File: src/rtl/cla_pkg.sv
// Shared constants and types for the 12-bit carry-lookahead adder.
// Imported by the interface, the 4-bit lookahead block and the top.
package cla_pkg;

   localparam int CLA_WIDTH   = 12;
   localparam int CLA_GROUP   = 4;
   localparam int CLA_NGROUPS = CLA_WIDTH / CLA_GROUP;

   typedef logic [CLA_WIDTH-1:0] cla_opnd_t;

endpackage

File: src/rtl/cla12_if.sv
// Operand/result bundle for cla12.
// master: drives a, b, cin; reads sum, cout. slave: the adder side.
interface cla12_if;
   import cla_pkg::*;

   cla_opnd_t a;
   cla_opnd_t b;
   logic      cin;
   cla_opnd_t sum;
   logic      cout;

   modport master (
      output a, b, cin,
      input  sum, cout
   );

   modport slave (
      input  a, b, cin,
      output sum, cout
   );

endinterface

File: src/rtl/cla4_block.sv
// 4-bit lookahead group: flattened in-group carries from ci.
// In: a, b, ci. Out: s, group propagate pg, group generate gg.
module cla4_block
   import cla_pkg::*;
(
   input  logic [CLA_GROUP-1:0] a,
   input  logic [CLA_GROUP-1:0] b,
   input  logic                 ci,
   output logic [CLA_GROUP-1:0] s,
   output logic                 pg,
   output logic                 gg
);

   logic [3:0] p;
   logic [3:0] g;
   logic       c1;
   logic       c2;
   logic       c3;

   assign p = a ^ b;
   assign g = a & b;

   // Every carry is a flat sum-of-products of ci; no chaining.
   assign c1 = g[0]
             | (p[0] & ci);
   assign c2 = g[1]
             | (p[1] & g[0])
             | (p[1] & p[0] & ci);
   assign c3 = g[2]
             | (p[2] & g[1])
             | (p[2] & p[1] & g[0])
             | (p[2] & p[1] & p[0] & ci);

   assign s = p ^ {c3, c2, c1, ci};

   // pg/gg ignore ci so the second level can precompute them.
   assign pg = &p;
   assign gg = g[3]
             | (p[3] & g[2])
             | (p[3] & p[2] & g[1])
             | (p[3] & p[2] & p[1] & g[0]);

endmodule

File: src/rtl/cla12.sv
// 12-bit two-level carry-lookahead adder, registered result.
// Ports: clk, rst_n (sync, active-low), bus (a, b, cin -> sum, cout).
module cla12
   import cla_pkg::*;
(
   input  logic    clk,
   input  logic    rst_n,
   cla12_if.slave  bus
);

   logic [CLA_NGROUPS-1:0] pg;
   logic [CLA_NGROUPS-1:0] gg;
   logic [CLA_NGROUPS-1:0] gci;
   cla_opnd_t              s;
   logic                   c4;
   logic                   c8;

   cla_opnd_t              sum_d;
   cla_opnd_t              sum_q;
   logic                   cout_d;
   logic                   cout_q;

   // Second level: group carries are flat products of cin.
   assign c4 = gg[0]
             | (pg[0] & bus.cin);
   assign c8 = gg[1]
             | (pg[1] & gg[0])
             | (pg[1] & pg[0] & bus.cin);

   assign gci = {c8, c4, bus.cin};

   for (genvar k = 0; k < CLA_NGROUPS; k++) begin : g_grp
      cla4_block u_blk (
         .a  (bus.a[k*CLA_GROUP +: CLA_GROUP]),
         .b  (bus.b[k*CLA_GROUP +: CLA_GROUP]),
         .ci (gci[k]),
         .s  (s[k*CLA_GROUP +: CLA_GROUP]),
         .pg (pg[k]),
         .gg (gg[k])
      );
   end

   always_comb begin
      sum_d  = s;
      cout_d = gg[2]
             | (pg[2] & gg[1])
             | (pg[2] & pg[1] & gg[0])
             | (pg[2] & pg[1] & pg[0] & bus.cin);
   end

   always_ff @(posedge clk) begin
      if (!rst_n) begin
         sum_q  <= '0;
         cout_q <= 1'b0;
      end else begin
         sum_q  <= sum_d;
         cout_q <= cout_d;
      end
   end

   assign bus.sum  = sum_q;
   assign bus.cout = cout_q;

endmodule

File: src/flat_wrapper.sv
// flat-port wrapper written by rule: the top's interface ports become plain ports
module cla12_flat import cla_pkg::*;
  (clk, rst_n, bus_a, bus_b, bus_cin, bus_sum, bus_cout);
  cla12_if bus_i ();
  input  logic clk;
  input  logic rst_n;
  input wire logic [$bits(bus_i.a)-1:0] bus_a;
  input wire logic [$bits(bus_i.b)-1:0] bus_b;
  input wire logic [$bits(bus_i.cin)-1:0] bus_cin;
  output wire logic [$bits(bus_i.sum)-1:0] bus_sum;
  output wire logic [$bits(bus_i.cout)-1:0] bus_cout;
  assign bus_i.a = bus_a;
  assign bus_i.b = bus_b;
  assign bus_i.cin = bus_cin;
  assign bus_sum = bus_i.sum;
  assign bus_cout = bus_i.cout;
  cla12 u_core (.clk(clk), .rst_n(rst_n), .bus(bus_i));
endmodule
File: config.mk
export PLATFORM = sky130hd
export DESIGN_NAME = cla12_flat
export DESIGN_NICKNAME = d
export VERILOG_FILES = /design/src/rtl/cla_pkg.sv /design/src/rtl/cla12_if.sv /design/src/rtl/cla4_block.sv /design/src/rtl/cla12.sv /design/src/flat_wrapper.sv
export SDC_FILE = /design/constraint.sdc
export NUM_CORES = 1
export LEC_CHECK = 0
export CAP_MARGIN = 20
export CORE_MARGIN = 3
export CORE_UTILIZATION = 37
export DETAILED_ROUTE_END_ITERATION = 8
export PLACE_DENSITY = 0.83
export SLEW_MARGIN = 5
export SYNTH_ARGS = -nofsm -noshare
export SYNTH_HDL_FRONTEND = slang
export SYNTH_SLANG_ARGS = --single-unit
File: constraint.sdc
create_clock -name clk -period 2.2 [get_ports clk]
set_clock_uncertainty 0.05 [all_clocks]
set_input_delay 0.44 -clock clk [delete_from_list [all_inputs] [get_ports clk]]
set_output_delay 0.44 -clock clk [all_outputs]
set_load 0.1 [all_outputs]
Word-level counts from Yosys, hierarchy flattened
Cells that the tools add are included.

Register bits after elaboration: 13. Input port bits: 27. Logic and storage cells: 98.

Bitwise logic cells: 93. Reduce and logical (&&, ||, !) cells: 3.

Operators with widths (number): AND 1 bit (51); OR 1 bit (33); XOR 4 bit (6); AND 4 bit (3); AND reduction 4 bit (3).

Depth between registers and ports, before layout
Gate-level depths: netlist of run 1.

Depth in word-level cells: 11. Gate-level depth with buffers: 9. Gate-level depth less buffers: 9.

Hierarchy
From an unflattened synthesis of run 1, not the netlist that was laid out.

Cells, all modules: 97. Area total of the unflattened synthesis: 928.4 um^2.

Modules (own cells, without submodules): cla4_block (instances 3, cells each 22, area each 182.7 um^2); cla12 (instances 1, cells each 31, area each 380.4 um^2).

Least setup slack after synthesis of run 1
No wires, ideal clock.

Path kind: input to register. Start: input port bus_b[0]. End: register u_core.sum_q[5] (netlist: u_core.bus.sum[5]). Library setup time: 0.115 ns. Arrival time: 2.057 ns. Data required time: 2.035 ns. Slack: -0.022 ns. Stages: 9. Buffers on the path: 0. Cell sequence: ha_1 > a211o_1 > nand2_1 > nand2b_1 > nand2_1 > nand2b_1 > fa_1 > xor2_1 > and2_1.

Longest elaborated chain between the ends: 7. Elaborated cells on any way between the ends: 10.

Ends and longest elaborated chain: start, declared (RTL line flat_wrapper.sv:8) `input wire logic [$bits(bus_i.b)-1:0] bus_b;`; XOR 4 bit / AND 4 bit (equally long branches) (RTL line cla4_block.sv:20, cla4_block.sv:21); AND reduction 4 bit / AND 1 bit (equally long branches) (RTL line cla4_block.sv:37, cla4_block.sv:41); AND 1 bit / OR 1 bit (equally long branches) (RTL line cla12.sv:25, cla4_block.sv:41); OR 1 bit (*) (RTL line cla12.sv:25) `| (pg[0] & bus.cin);`; AND 1 bit (*) (RTL line cla4_block.sv:25) `| (p[0] & ci);`; OR 1 bit (*) (RTL line cla4_block.sv:25); XOR 4 bit (*) (RTL line cla4_block.sv:34) `assign s = p ^ {c3, c2, c1, ci};`; end signal, assigned (RTL line cla12.sv:56) `sum_q <= sum_d;`; end, declared (RTL line cla12.sv:19) `cla_opnd_t sum_q;`.

Mark *: on every way between the ends. The rest lies on a longest branch, timed or not. A chain may end at the register's enable or synchronous reset.

Worst setup path in the final report of run 1
Start: input port bus_b[6]. End: register u_core.sum_q[8] (netlist: u_core.bus.sum[8]).

Longest elaborated chain between the ends: 8. Elaborated cells on any way between the ends: 17.

Ends and longest elaborated chain: AND 4 bit / XOR 4 bit (equally long branches) (RTL line cla4_block.sv:21, cla4_block.sv:20); AND 1 bit (on tied branches) (RTL line cla4_block.sv:39, cla4_block.sv:40, cla4_block.sv:41); OR 1 bit (tied with other cells) (RTL line cla4_block.sv:39) `| (p[3] & g[2])`; OR 1 bit / AND 1 bit (equally long branches) (RTL line cla4_block.sv:40, cla4_block.sv:41); OR 1 bit (RTL line cla4_block.sv:41) `| (p[3] & p[2] & p[1] & g[0]);`; OR 1 bit (RTL line cla12.sv:27) `| (pg[1] & gg[0])`; OR 1 bit (*) (RTL line cla12.sv:28) `| (pg[1] & pg[0] & bus.cin);`; XOR 4 bit (*) (RTL line cla4_block.sv:34); net u_core.g_grp[2].u_blk.s[0] (RTL line cla4_block.sv:9) `output logic [CLA_GROUP-1:0] s,`.

The timed path passes the listed nets; every way through them passes the cells marked *.

==> out/metrics.cfg, run 1 <==
[timing]
drv_slew=0
hold_viol_final=0
worstMarginPinSlew_ns=0.305
setup_violations=0
min_period_ns=2.15
slew_headroom=0.796
fin_crit_sh=0.976
max_freq_ghz=0.466

[floorplan]
dieHeight_um=54.9
fp.dieArea_um2=3010
fp.dieW_um=54.9
core_area_um2=2230
num_rows=17
start_util=0.396
num_io_pins=40

[finish]
antenna_cells=0
area_delta_synth_final_pct=77.7
layout_commonest_cell=buf_4
final_cells=182
drive_above_1_share=0.344
final_cell_mix=buf_4, clkdlybuf4s50_1, dfxtp_1
finalNetCount=197
final_area_um2=1570

[worst_setup_path]
endpoint_kind=flop
worst_setup_path_start_kind=primary input
path_class=primary input to flop
arrival_ns=2.27
crit_fanout=2
crit_required_ns=2.32

[grt]
grt_use_met2=0.311
grtUsageMet3=0.0107
first_global_vias=867
grt_overflow=0
grt_use_total=0.156
grtUsageMet1=0.164
grt_pass1_wl_mm=3.44
grt_max_degree=16
antenna_found_initial=0
busiest_layer=met2

[place]
globalplace.congestion=0.795
io_buffers=39
placed_area_um2=1400
dp.cells=175
dp_hpwl_mm=1.79

[drt]
ant_nets=0
drtPass1Iterations=2
routed_wl_mm=2.32
vias=887
vias_per_cell=4.87
post_drt_wl_per_cell_um=12.8
drt_iter0_markers=5
drc_errors=0

[synth]
syn_nets=134
synth_area_um2=885
ys_ff_latch=13
synthDistinctLibCells=32
ys_seq_area_frac=0.294
syn_inst=92
synth_ff_type=dfxtp_1
syn_area_per_cell_um2=9.62
ys_warn_count=0
synth-async-reset-ratio=0
synth_edf_count=0

[hold_path]
min_to=u_core.bus.sum[2]
holdPathStages=4
hold_path_startpoint=bus_b[2]
hold_path.class=primary input to flop

[clocking]
htree_levels=1
cts_num_sinks=13
numCtsBuffers=3
cts_tree=yes
cts-root-buf=clkbuf_4
clockBufferDepth=2
clk_pin_slew_ns=0.08

[pwr]
powerDensity_nw_per_um2=616
p_leak_nw=0.796
ir_worst_vdd_mv=0.327
p_total_uw=968

[outcome]
outcome=complete, no violations

[flow_run]
drv_cap=0

kinds of logic (layout without fill, tap and decap cells):
| kind of cell | count (synthesis) | in the layout | synth area share |
|---|---|---|---|
| xor+xnor | 3 | 3 | 0.0297 |
| compound gates | 19 | 19 | 0.177 |
| mux | 3 | 3 | 0.0339 |
| simple gates | 35 | 35 | 0.211 |
| flops | 13 | 13 | 0.294 |
| buf+inv | 4 | 66 | 0.0170 |
| fa+ha+maj | 15 | 15 | 0.238 |
state kept, by name (all words and copies together) (netlist names):
name	count
u_core.bus.cout	1
u_core.bus.sum	12
worst max-delay path, stage by stage:
cell and delay (ns):
clkdlybuf4s50_1 0.44, ha_4 0.29, and3_4 0.20, nand3_2 0.09
o211ai_4 0.20, fa_2 0.46, and2_1 0.16
worst max path at each step:
| stage | from | to | slack [ns] | cells past startpoint |
|---|---|---|---|---|
| after floorplan | bus_b[0] | u_core.bus.sum[5] | 0.01 | 9 |
| after global placement | bus_b[0] | u_core.bus.sum[5] | -0.46 | 10 |
| after detailed placement | bus_b[0] | u_core.bus.sum[5] | -0.56 | 10 |
| after CTS | bus_b[1] | u_core.bus.sum[5] | -0.004 | 10 |
| after global routing | bus_a[0] | u_core.bus.sum[5] | -0.04 | 10 |
| final | bus_b[6] | u_core.bus.sum[8] | 0.05 | 7 |
through the flow:
step / hold WS (ns) / worst slack (ns) / util / setup TNS [ns]
floorplan: 0.541 / 0.0116 / - / 0
global placement: 0.886 / -0.458 / 0.629 / -2.16
detailed placement: 0.886 / -0.557 / 0.629 / -2.83
CTS: 0.681 / -0.00373 / 0.647 / -0.00373
global route: 0.588 / -0.0402 / 0.704 / -0.0469
finish: 0.530 / 0.0531 / 0.704 / 0
power breakdown:
| group | switching [mW] | internal [mW] | total [mW] | leakage [nW] |
|---|---|---|---|---|
| sequential | 0.00823 | 0.266 | 0.274 | 0.108 |
| combinational | 0.348 | 0.199 | 0.547 | 0.672 |
| clock | 0.0773 | 0.0702 | 0.147 | 0.0150 |
| total | 0.433 | 0.535 | 0.968 | 0.796 |
layout make-up:
| class | instances | area (µm²) |
|---|---|---|
| multi-input combinational | 75 | 701 |
| fill | 167 | 662 |
| timing repair buffer | 59 | 538 |
| sequential | 13 | 260 |
| tap | 28 | 35.0 |
| clock buffer | 4 | 26.3 |
| inverter | 3 | 11.3 |
cells in the mapped netlist (2+ instances only):
cell type	n	area [µm²]
o21ai_0	2	10.0
nand2_1	10	37.5
dfxtp_1	13	260
mux2i_1	3	30.0
nor2_1	5	18.8
nand2b_1	7	43.8
ha_1	12	150
o21ai_1	2	10.0
fa_1	3	60.1
xor2_1	2	17.5
inv_1	3	11.3
and2_1	6	37.5
a211o_1	2	17.5
o21a_1	2	15.0
a21oi_1	3	15.0
timing repair:
| item | 4_1_cts | 5_1_grt |
|---|---|---|
| hold buffers | 0 | 0 |
| endpoints found under the setup margin | 5 | 5 |
| setup buffers | 1 | 2 |
| endpoints found under the hold margin | 0 | 0 |
| pin swaps | 5 | 17 |
| resized for setup | 5 | 21 |
routing by layer:
layer / vias up / routed length, µm / share of wire
met3: 4 / 106 / 0.046
met4: 0 / 36 / 0.016
li1: 445 / - / -
met5: - / 0 / 0
met1: 418 / 884 / 0.38
met2: 20 / 1300 / 0.56
Note: power is estimated with default switching activity, not from simulation.
==> run 2: changes to the inputs <==
Settings changed: ABC_CLOCK_PERIOD_IN_PS set to 2200.
==> results of run 2 <==
Same layout as run 1: the final DEF is identical, and so are final timing and power.
